<file path="src/rtl/xprog_loader.sv">
// xprog_loader
//   DMA-side master for the program memory. It has two modes.
//   Load mode (mode=0): assembles an incoming byte stream, MSB first, into
//   DATA_W-bit words and writes each word to consecutive addresses.
//   Dump mode (mode=1): reads consecutive words and sends each one out as a
//   byte stream, MSB first.
//   A memory access is never issued while the controller holds its data port
//   (ctrl_sel=1). The access waits and is issued on the first free cycle.
//
// Ports
//   clk, rst_n          rising-edge clock; asynchronous active-low reset
//   start, mode         start pulse and transfer direction (0=load, 1=dump)
//   base_addr, word_cnt first word address and word count, sampled with start
//   in_data/in_valid/in_ready     load byte stream (valid/ready handshake)
//   out_data/out_valid/out_ready  dump byte stream (valid/ready handshake)
//   ctrl_sel            controller owns the memory data port while high
//   dma_sel/dma_we/dma_addr/dma_wdata/dma_rdata  memory DMA port
//                       (read data arrives one cycle after the read is issued)
//   busy, done          transfer in progress; one-cycle end-of-transfer pulse
//   checksum            mod-256 sum of every byte moved by the last transfer
module xprog_loader #(
  parameter int DATA_W = 32,
  parameter int ADDR_W = 10
) (
  input  logic              clk,
  input  logic              rst_n,
  input  logic              start,
  input  logic              mode,
  input  logic [ADDR_W-1:0] base_addr,
  input  logic [ADDR_W:0]   word_cnt,
  input  logic [7:0]        in_data,
  input  logic              in_valid,
  output logic              in_ready,
  output logic [7:0]        out_data,
  output logic              out_valid,
  input  logic              out_ready,
  input  logic              ctrl_sel,
  output logic              dma_sel,
  output logic              dma_we,
  output logic [ADDR_W-1:0] dma_addr,
  output logic [DATA_W-1:0] dma_wdata,
  input  logic [DATA_W-1:0] dma_rdata,
  output logic              busy,
  output logic              done,
  output logic [7:0]        checksum
);

  localparam int BYTES = DATA_W / 8;
  localparam int BC_W  = (BYTES > 1) ? $clog2(BYTES) : 1;

  typedef enum logic [2:0] {
    S_IDLE,
    S_LD_BYTE,
    S_LD_WR,
    S_RD_ISSUE,
    S_RD_CAP,
    S_TX,
    S_DONE
  } state_t;

  state_t            state_reg, state_next;
  logic [ADDR_W-1:0] addr_reg;
  logic [ADDR_W:0]   remain_reg;
  logic [DATA_W-1:0] word_reg;
  logic [BC_W-1:0]   byte_cnt_reg;
  logic [7:0]        checksum_reg;

  // Datapath strobes produced by the FSM.
  logic take_start;
  logic byte_in;
  logic byte_out;
  logic capture;
  logic word_step;
  logic last_byte;
  logic last_word;

  assign last_byte = (byte_cnt_reg == BC_W'(BYTES - 1));
  // The count is tested before it is decremented, so a value of one means
  // the word that is finishing now is the final one.
  assign last_word = (remain_reg == (ADDR_W + 1)'(1));

  always_ff @(posedge clk or negedge rst_n) begin
    if (!rst_n) begin
      state_reg <= S_IDLE;
    end else begin
      state_reg <= state_next;
    end
  end

  always_comb begin
    state_next = state_reg;
    in_ready   = 1'b0;
    out_valid  = 1'b0;
    dma_sel    = 1'b0;
    dma_we     = 1'b0;
    busy       = 1'b1;
    done       = 1'b0;
    take_start = 1'b0;
    byte_in    = 1'b0;
    byte_out   = 1'b0;
    capture    = 1'b0;
    word_step  = 1'b0;
    case (state_reg)
      S_IDLE: begin
        busy = 1'b0;
        if (start) begin
          take_start = 1'b1;
          if (word_cnt == '0) begin
            state_next = S_DONE;
          end else if (mode) begin
            state_next = S_RD_ISSUE;
          end else begin
            state_next = S_LD_BYTE;
          end
        end
      end
      S_LD_BYTE: begin
        in_ready = 1'b1;
        if (in_valid) begin
          byte_in = 1'b1;
          if (last_byte) begin
            state_next = S_LD_WR;
          end
        end
      end
      S_LD_WR: begin
        // Hold the write back while the controller owns the port.
        if (!ctrl_sel) begin
          dma_sel    = 1'b1;
          dma_we     = 1'b1;
          word_step  = 1'b1;
          state_next = last_word ? S_DONE : S_LD_BYTE;
        end
      end
      S_RD_ISSUE: begin
        if (!ctrl_sel) begin
          dma_sel    = 1'b1;
          state_next = S_RD_CAP;
        end
      end
      S_RD_CAP: begin
        capture    = 1'b1;
        state_next = S_TX;
      end
      S_TX: begin
        out_valid = 1'b1;
        if (out_ready) begin
          byte_out = 1'b1;
          if (last_byte) begin
            word_step  = 1'b1;
            state_next = last_word ? S_DONE : S_RD_ISSUE;
          end
        end
      end
      S_DONE: begin
        busy       = 1'b0;
        done       = 1'b1;
        state_next = S_IDLE;
      end
      default: begin
        busy       = 1'b0;
        state_next = S_IDLE;
      end
    endcase
  end

  always_ff @(posedge clk or negedge rst_n) begin
    if (!rst_n) begin
      addr_reg     <= '0;
      remain_reg   <= '0;
      word_reg     <= '0;
      byte_cnt_reg <= '0;
      checksum_reg <= '0;
    end else begin
      if (take_start) begin
        addr_reg     <= base_addr;
        remain_reg   <= word_cnt;
        byte_cnt_reg <= '0;
        checksum_reg <= '0;
      end
      if (byte_in) begin
        word_reg     <= (word_reg << 8) | DATA_W'(in_data);
        checksum_reg <= checksum_reg + in_data;
        byte_cnt_reg <= last_byte ? '0 : byte_cnt_reg + BC_W'(1);
      end
      if (capture) begin
        word_reg     <= dma_rdata;
        byte_cnt_reg <= '0;
      end
      if (byte_out) begin
        word_reg     <= word_reg << 8;
        checksum_reg <= checksum_reg + word_reg[DATA_W-1 -: 8];
        byte_cnt_reg <= last_byte ? '0 : byte_cnt_reg + BC_W'(1);
      end
      if (word_step) begin
        // The address wraps naturally at the top of memory.
        addr_reg   <= addr_reg + ADDR_W'(1);
        remain_reg <= remain_reg - (ADDR_W + 1)'(1);
      end
    end
  end

  assign dma_addr  = addr_reg;
  assign dma_wdata = word_reg;
  assign out_data  = (state_reg == S_TX) ? word_reg[DATA_W-1 -: 8] : 8'h00;
  assign checksum  = checksum_reg;

endmodule

</file>
<file path="config.mk">
export PLATFORM = sky130hd
export DESIGN_NAME = xprog_loader
export DESIGN_NICKNAME = d
export VERILOG_FILES = /design/src/rtl/xprog_loader.sv
export SDC_FILE = /design/constraint.sdc
export NUM_CORES = 1
export LEC_CHECK = 0
export BUFFER_PORTS_ARGS = -buffer_cell sky130_fd_sc_hd__buf_2
export CAP_MARGIN = 0
export CORE_AREA = 5 5 112 114
export CTS_CLUSTER_SIZE = 8
export DETAILED_ROUTE_END_ITERATION = 10
export DIE_AREA = 0 0 117 119
export GPL_ROUTABILITY_DRIVEN = 1
export GPL_TIMING_DRIVEN = 1
export REMOVE_ABC_BUFFERS = 1
export SLEW_MARGIN = 5
export SYNTH_ARGS = -nofsm -noshare
export SYNTH_HDL_FRONTEND = slang
export SYNTH_SLANG_ARGS = --single-unit
</file>
<file path="constraint.sdc">
create_clock -name clk -period 5.5 [get_ports clk]
set_input_delay 0 -clock clk [delete_from_list [all_inputs] [get_ports clk]]
set_output_delay 0 -clock clk [all_outputs]
set_load 0.02 [all_outputs]
</file>
==> flow_metrics.tcl <==
set metrics [dict create \
    avgSynthCellArea_um2 9.29 \
    arrival_ns 3.27 \
    required_ns 5.71 \
    largest_register_ff_count 32 \
    hpwl_um 8740 \
    critPathMaxFanout 46 \
    setup_viol 0 \
    cts_tree "done" \
    synth_compound_area_share_pct 21.2 \
    hold_buffers 58 \
    antenna_found_initial 2 \
    synth_top_area_share_pct 40.1 \
    crit_family "buffers and inverters" \
    synth-xor-area-share_pct 2.13 \
    die_h_um 119 \
    core_area_um2 11300 \
    ys_types 60 \
    grt_remaining_overflow 0 \
    status "finished clean" \
    placed_cell_area_um2 4860 \
    ir_worst_vdd_mv 0.248 \
    drc 0 \
    h-tree-depth 3 \
    finalHoldViolCount 0 \
    grt_max_degree 67 \
    synth_top_family_by_area "compound AO/OA/AOI/OAI gates" \
    yosysTopAreaCell "dfrtp_1" \
    area_growth_pct 39.5 \
    gp_congestion 0.844 \
    clk_path_buf_depth 2 \
    drv_cap 0 \
    root_buffer "clkbuf_16" \
    cts_setup_buffers 0 \
    numPortBuffers 131 \
    finalMaxSlewViolations 0 \
    p_leak_nw 2.62 \
    grt_setup_unrepaired "false" \
    cts_resized 0 \
    die_w_um 117 \
    fmax_mhz 327 \
    yosys_warnings 0 \
    synthCells 443 \
    yosys.area_share.simple_pct 18.0 \
    dr.pass1.iters 4 \
    drt_wl_total_um 12300 \
    grtUsageTotal_pct 17.8 \
    synthMuxAreaShare_pct 8.02 \
    crit_type "reg2reg" \
    power_w 0.00311 \
    critPathBufInv 3 \
    cp_cell_sequence "inv_1 > nor3_2 > buf_4 > nand2b_1 > o21ai_0 > dlygate4sd3_1" \
    clkSlewWorstSetupHoldPaths_ns 0.06 \
    clock_latency_ns 0.33 \
    fin_util_pct 50.7 \
    drive_above_1_share_pct 25.2 \
    synth_top_flop_cell "dfrtp_1" \
    num_antenna_cells 0 \
    cts.sinks 66 \
    worst_pin_slew_ns 1.00 \
    period_share_pct 55.6 \
    syn_area_um2 4120 \
    ant_nets 0 \
    end_kind "flip-flop" \
    synth-edff-count 0 \
    final_area_um2 5740 \
    worstSetupStartpointType "flip-flop" \
    synth_fa_ha_area_share_pct 6.44 \
    die-area_um2 13900 \
    min_path_type "in2reg" \
    grt_pass1_wl_um 19800 \
    power_density_nw_per_um2 541 \
    drt-initial-drc-count 270 \
    cts_buffers 9 \
    layout.nets 713 \
    vias 4001 \
    slowest_stage "dfrtp_1" \
    num_io_pins 132 \
    finClkSkew_ns 0.00704 \
    synthTopCellsByArea "dfrtp_1, mux2i_1, o21ai_0" \
    slew_headroom_pct 33.1 \
    via_per_inst 5.18 \
    async_reset_ff_share_pct 100 \
    nFillCells 1065 \
    multiInputGateArea_um2 2300 \
    wire_per_inst_um 15.9 \
    setup_tns_ns 0 \
    synth.ff_latch_count 66 \
    min_period_ns 3.06 \
    seq_area_frac_synth_pct 40.1 \
    num_rows 39 \
    start_util_pct 36.4 \
    regArea_um2 1650 \
    cpPeakStageDelay_ns 0.61 \
    grt_pass1_vias 4012 \
]
routing by layer:
metal / up-vias / track usage, % / routed length, um
met5: - / 0 / 21
met4: 4 / 4.23 / 72
met3: 10 / 5.02 / 789
met2: 115 / 29.5 / 5960
met1: 1874 / 22.8 / 5430
li1: 1998 / - / -
synth_stat cells (2+ instances only):
| master | count |
|---|---|
| fa_1 | 2 |
| or3_1 | 4 |
| o221ai_1 | 4 |
| nand3_1 | 7 |
| xnor2_1 | 7 |
| o21ai_0 | 47 |
| mux2i_1 | 33 |
| a21boi_0 | 2 |
| dfrtp_1 | 66 |
| a21o_1 | 4 |
| a22o_1 | 2 |
| nand2_1 | 59 |
| a211oi_1 | 5 |
| a221o_1 | 8 |
| o22ai_1 | 4 |
| o211ai_1 | 2 |
| ha_1 | 18 |
| buf_2 | 7 |
| nor3_1 | 19 |
| nor4_1 | 2 |
| inv_1 | 14 |
| a22oi_1 | 5 |
| nor3b_1 | 5 |
| o31ai_1 | 5 |
| xor2_1 | 3 |
| and2_1 | 11 |
| a31oi_1 | 3 |
| o21a_1 | 5 |
| nor2_1 | 17 |
| a21oi_1 | 23 |
| buf_6 | 3 |
| clkbuf_1 | 9 |
| nand2b_1 | 6 |
| and3_1 | 5 |
| o311ai_0 | 2 |
cell type report:
class / count / area share (%)
multi-input combinational: 342 / 40.1
sequential: 66 / 28.8
timing repair buffer: 191 / 21.8
clock buffer: 11 / 4.23
tap: 143 / 3.12
inverter: 15 / 0.981
clock inverter: 5 / 0.937
worst paths after layout:
kind,startpoint,endpoint,slack [ns],cells past startpoint
worst max-delay path,state_reg[2]$_DFFE_PN0P_,dma_wdata[6]$_DFFE_PN0P_,2.44,6
worst min-delay path,in_data[3],dma_wdata[3]$_DFFE_PN0P_,0.02,3
worst max register to register,state_reg[2]$_DFFE_PN0P_,dma_wdata[6]$_DFFE_PN0P_,2.44,6
worst min register to register,dma_addr[9]$_DFFE_PN0P_,dma_addr[9]$_DFFE_PN0P_,0.48,1
max in group asynchronous,rst_n,dma_wdata[1]$_DFFE_PN0P_,4.56,2
min in group asynchronous,rst_n,dma_addr[5]$_DFFE_PN0P_,0.28,2
worst min-delay path, delay by kind of cell:
kind	cells	cell delay, ns
mux	1	0.06
compound gates	1	0.13
buf+inv	1	0.11
stage by stage:
| stage | hold WS, ns | instances | setup WS, ns |
|---|---|---|---|
| 2_1_floorplan | -0.296 | 423 | 1.55 |
| 3_3_place_gp | 0.180 | 699 | 3.05 |
| 3_5_place_dp | 0.173 | 699 | 2.96 |
| 4_1_cts | 0.00437 | 773 | 2.43 |
| 5_1_grt | 0.0342 | 773 | 2.11 |
| 6_report | 0.0168 | 773 | 2.44 |
logic make-up after synthesis:
logic type	Yosys count
adders and majority gates	20
DFF	66
AOI/OAI and AO/OA	133
muxes	33
and+or+nand+nor	146
xor gates and xnor gates	10
buffers and inverters	35
power breakdown:
part	total (W)	switching [W]	leakage, nW	internal, W
clock network	0.000574	0.000212	0.149	0.000362
registers	0.000968	0.000252	0.819	0.000715
logic	0.00156	0.000908	1.66	0.000656
layout by cell type, fill, tap and decap left out, drive strengths merged, types with 2 or more instances in the layout:
cell type    count
o21ai           47
buf            133
nor4             3
a22oi            5
o22ai            4
nor3            20
nor3b            5
nand3            7
ha              18
and2            11
xnor2            7
nand2           60
a21oi           23
a31oi            4
dfrtp           66
inv             15
o211ai           2
clkbuf          11
nor2            19
a221o            8
nand2b           6
fa               2
a21o             4
mux2i           33
dlygate4sd3     58
or3              4
o21a             5
o221ai           4
xor2             3
a21boi           2
a22o             2
o311ai           3
a211oi           5
and3             5
o31ai            5
clkinv           4
No activity file was read; power rests on OpenSTA's default activity.
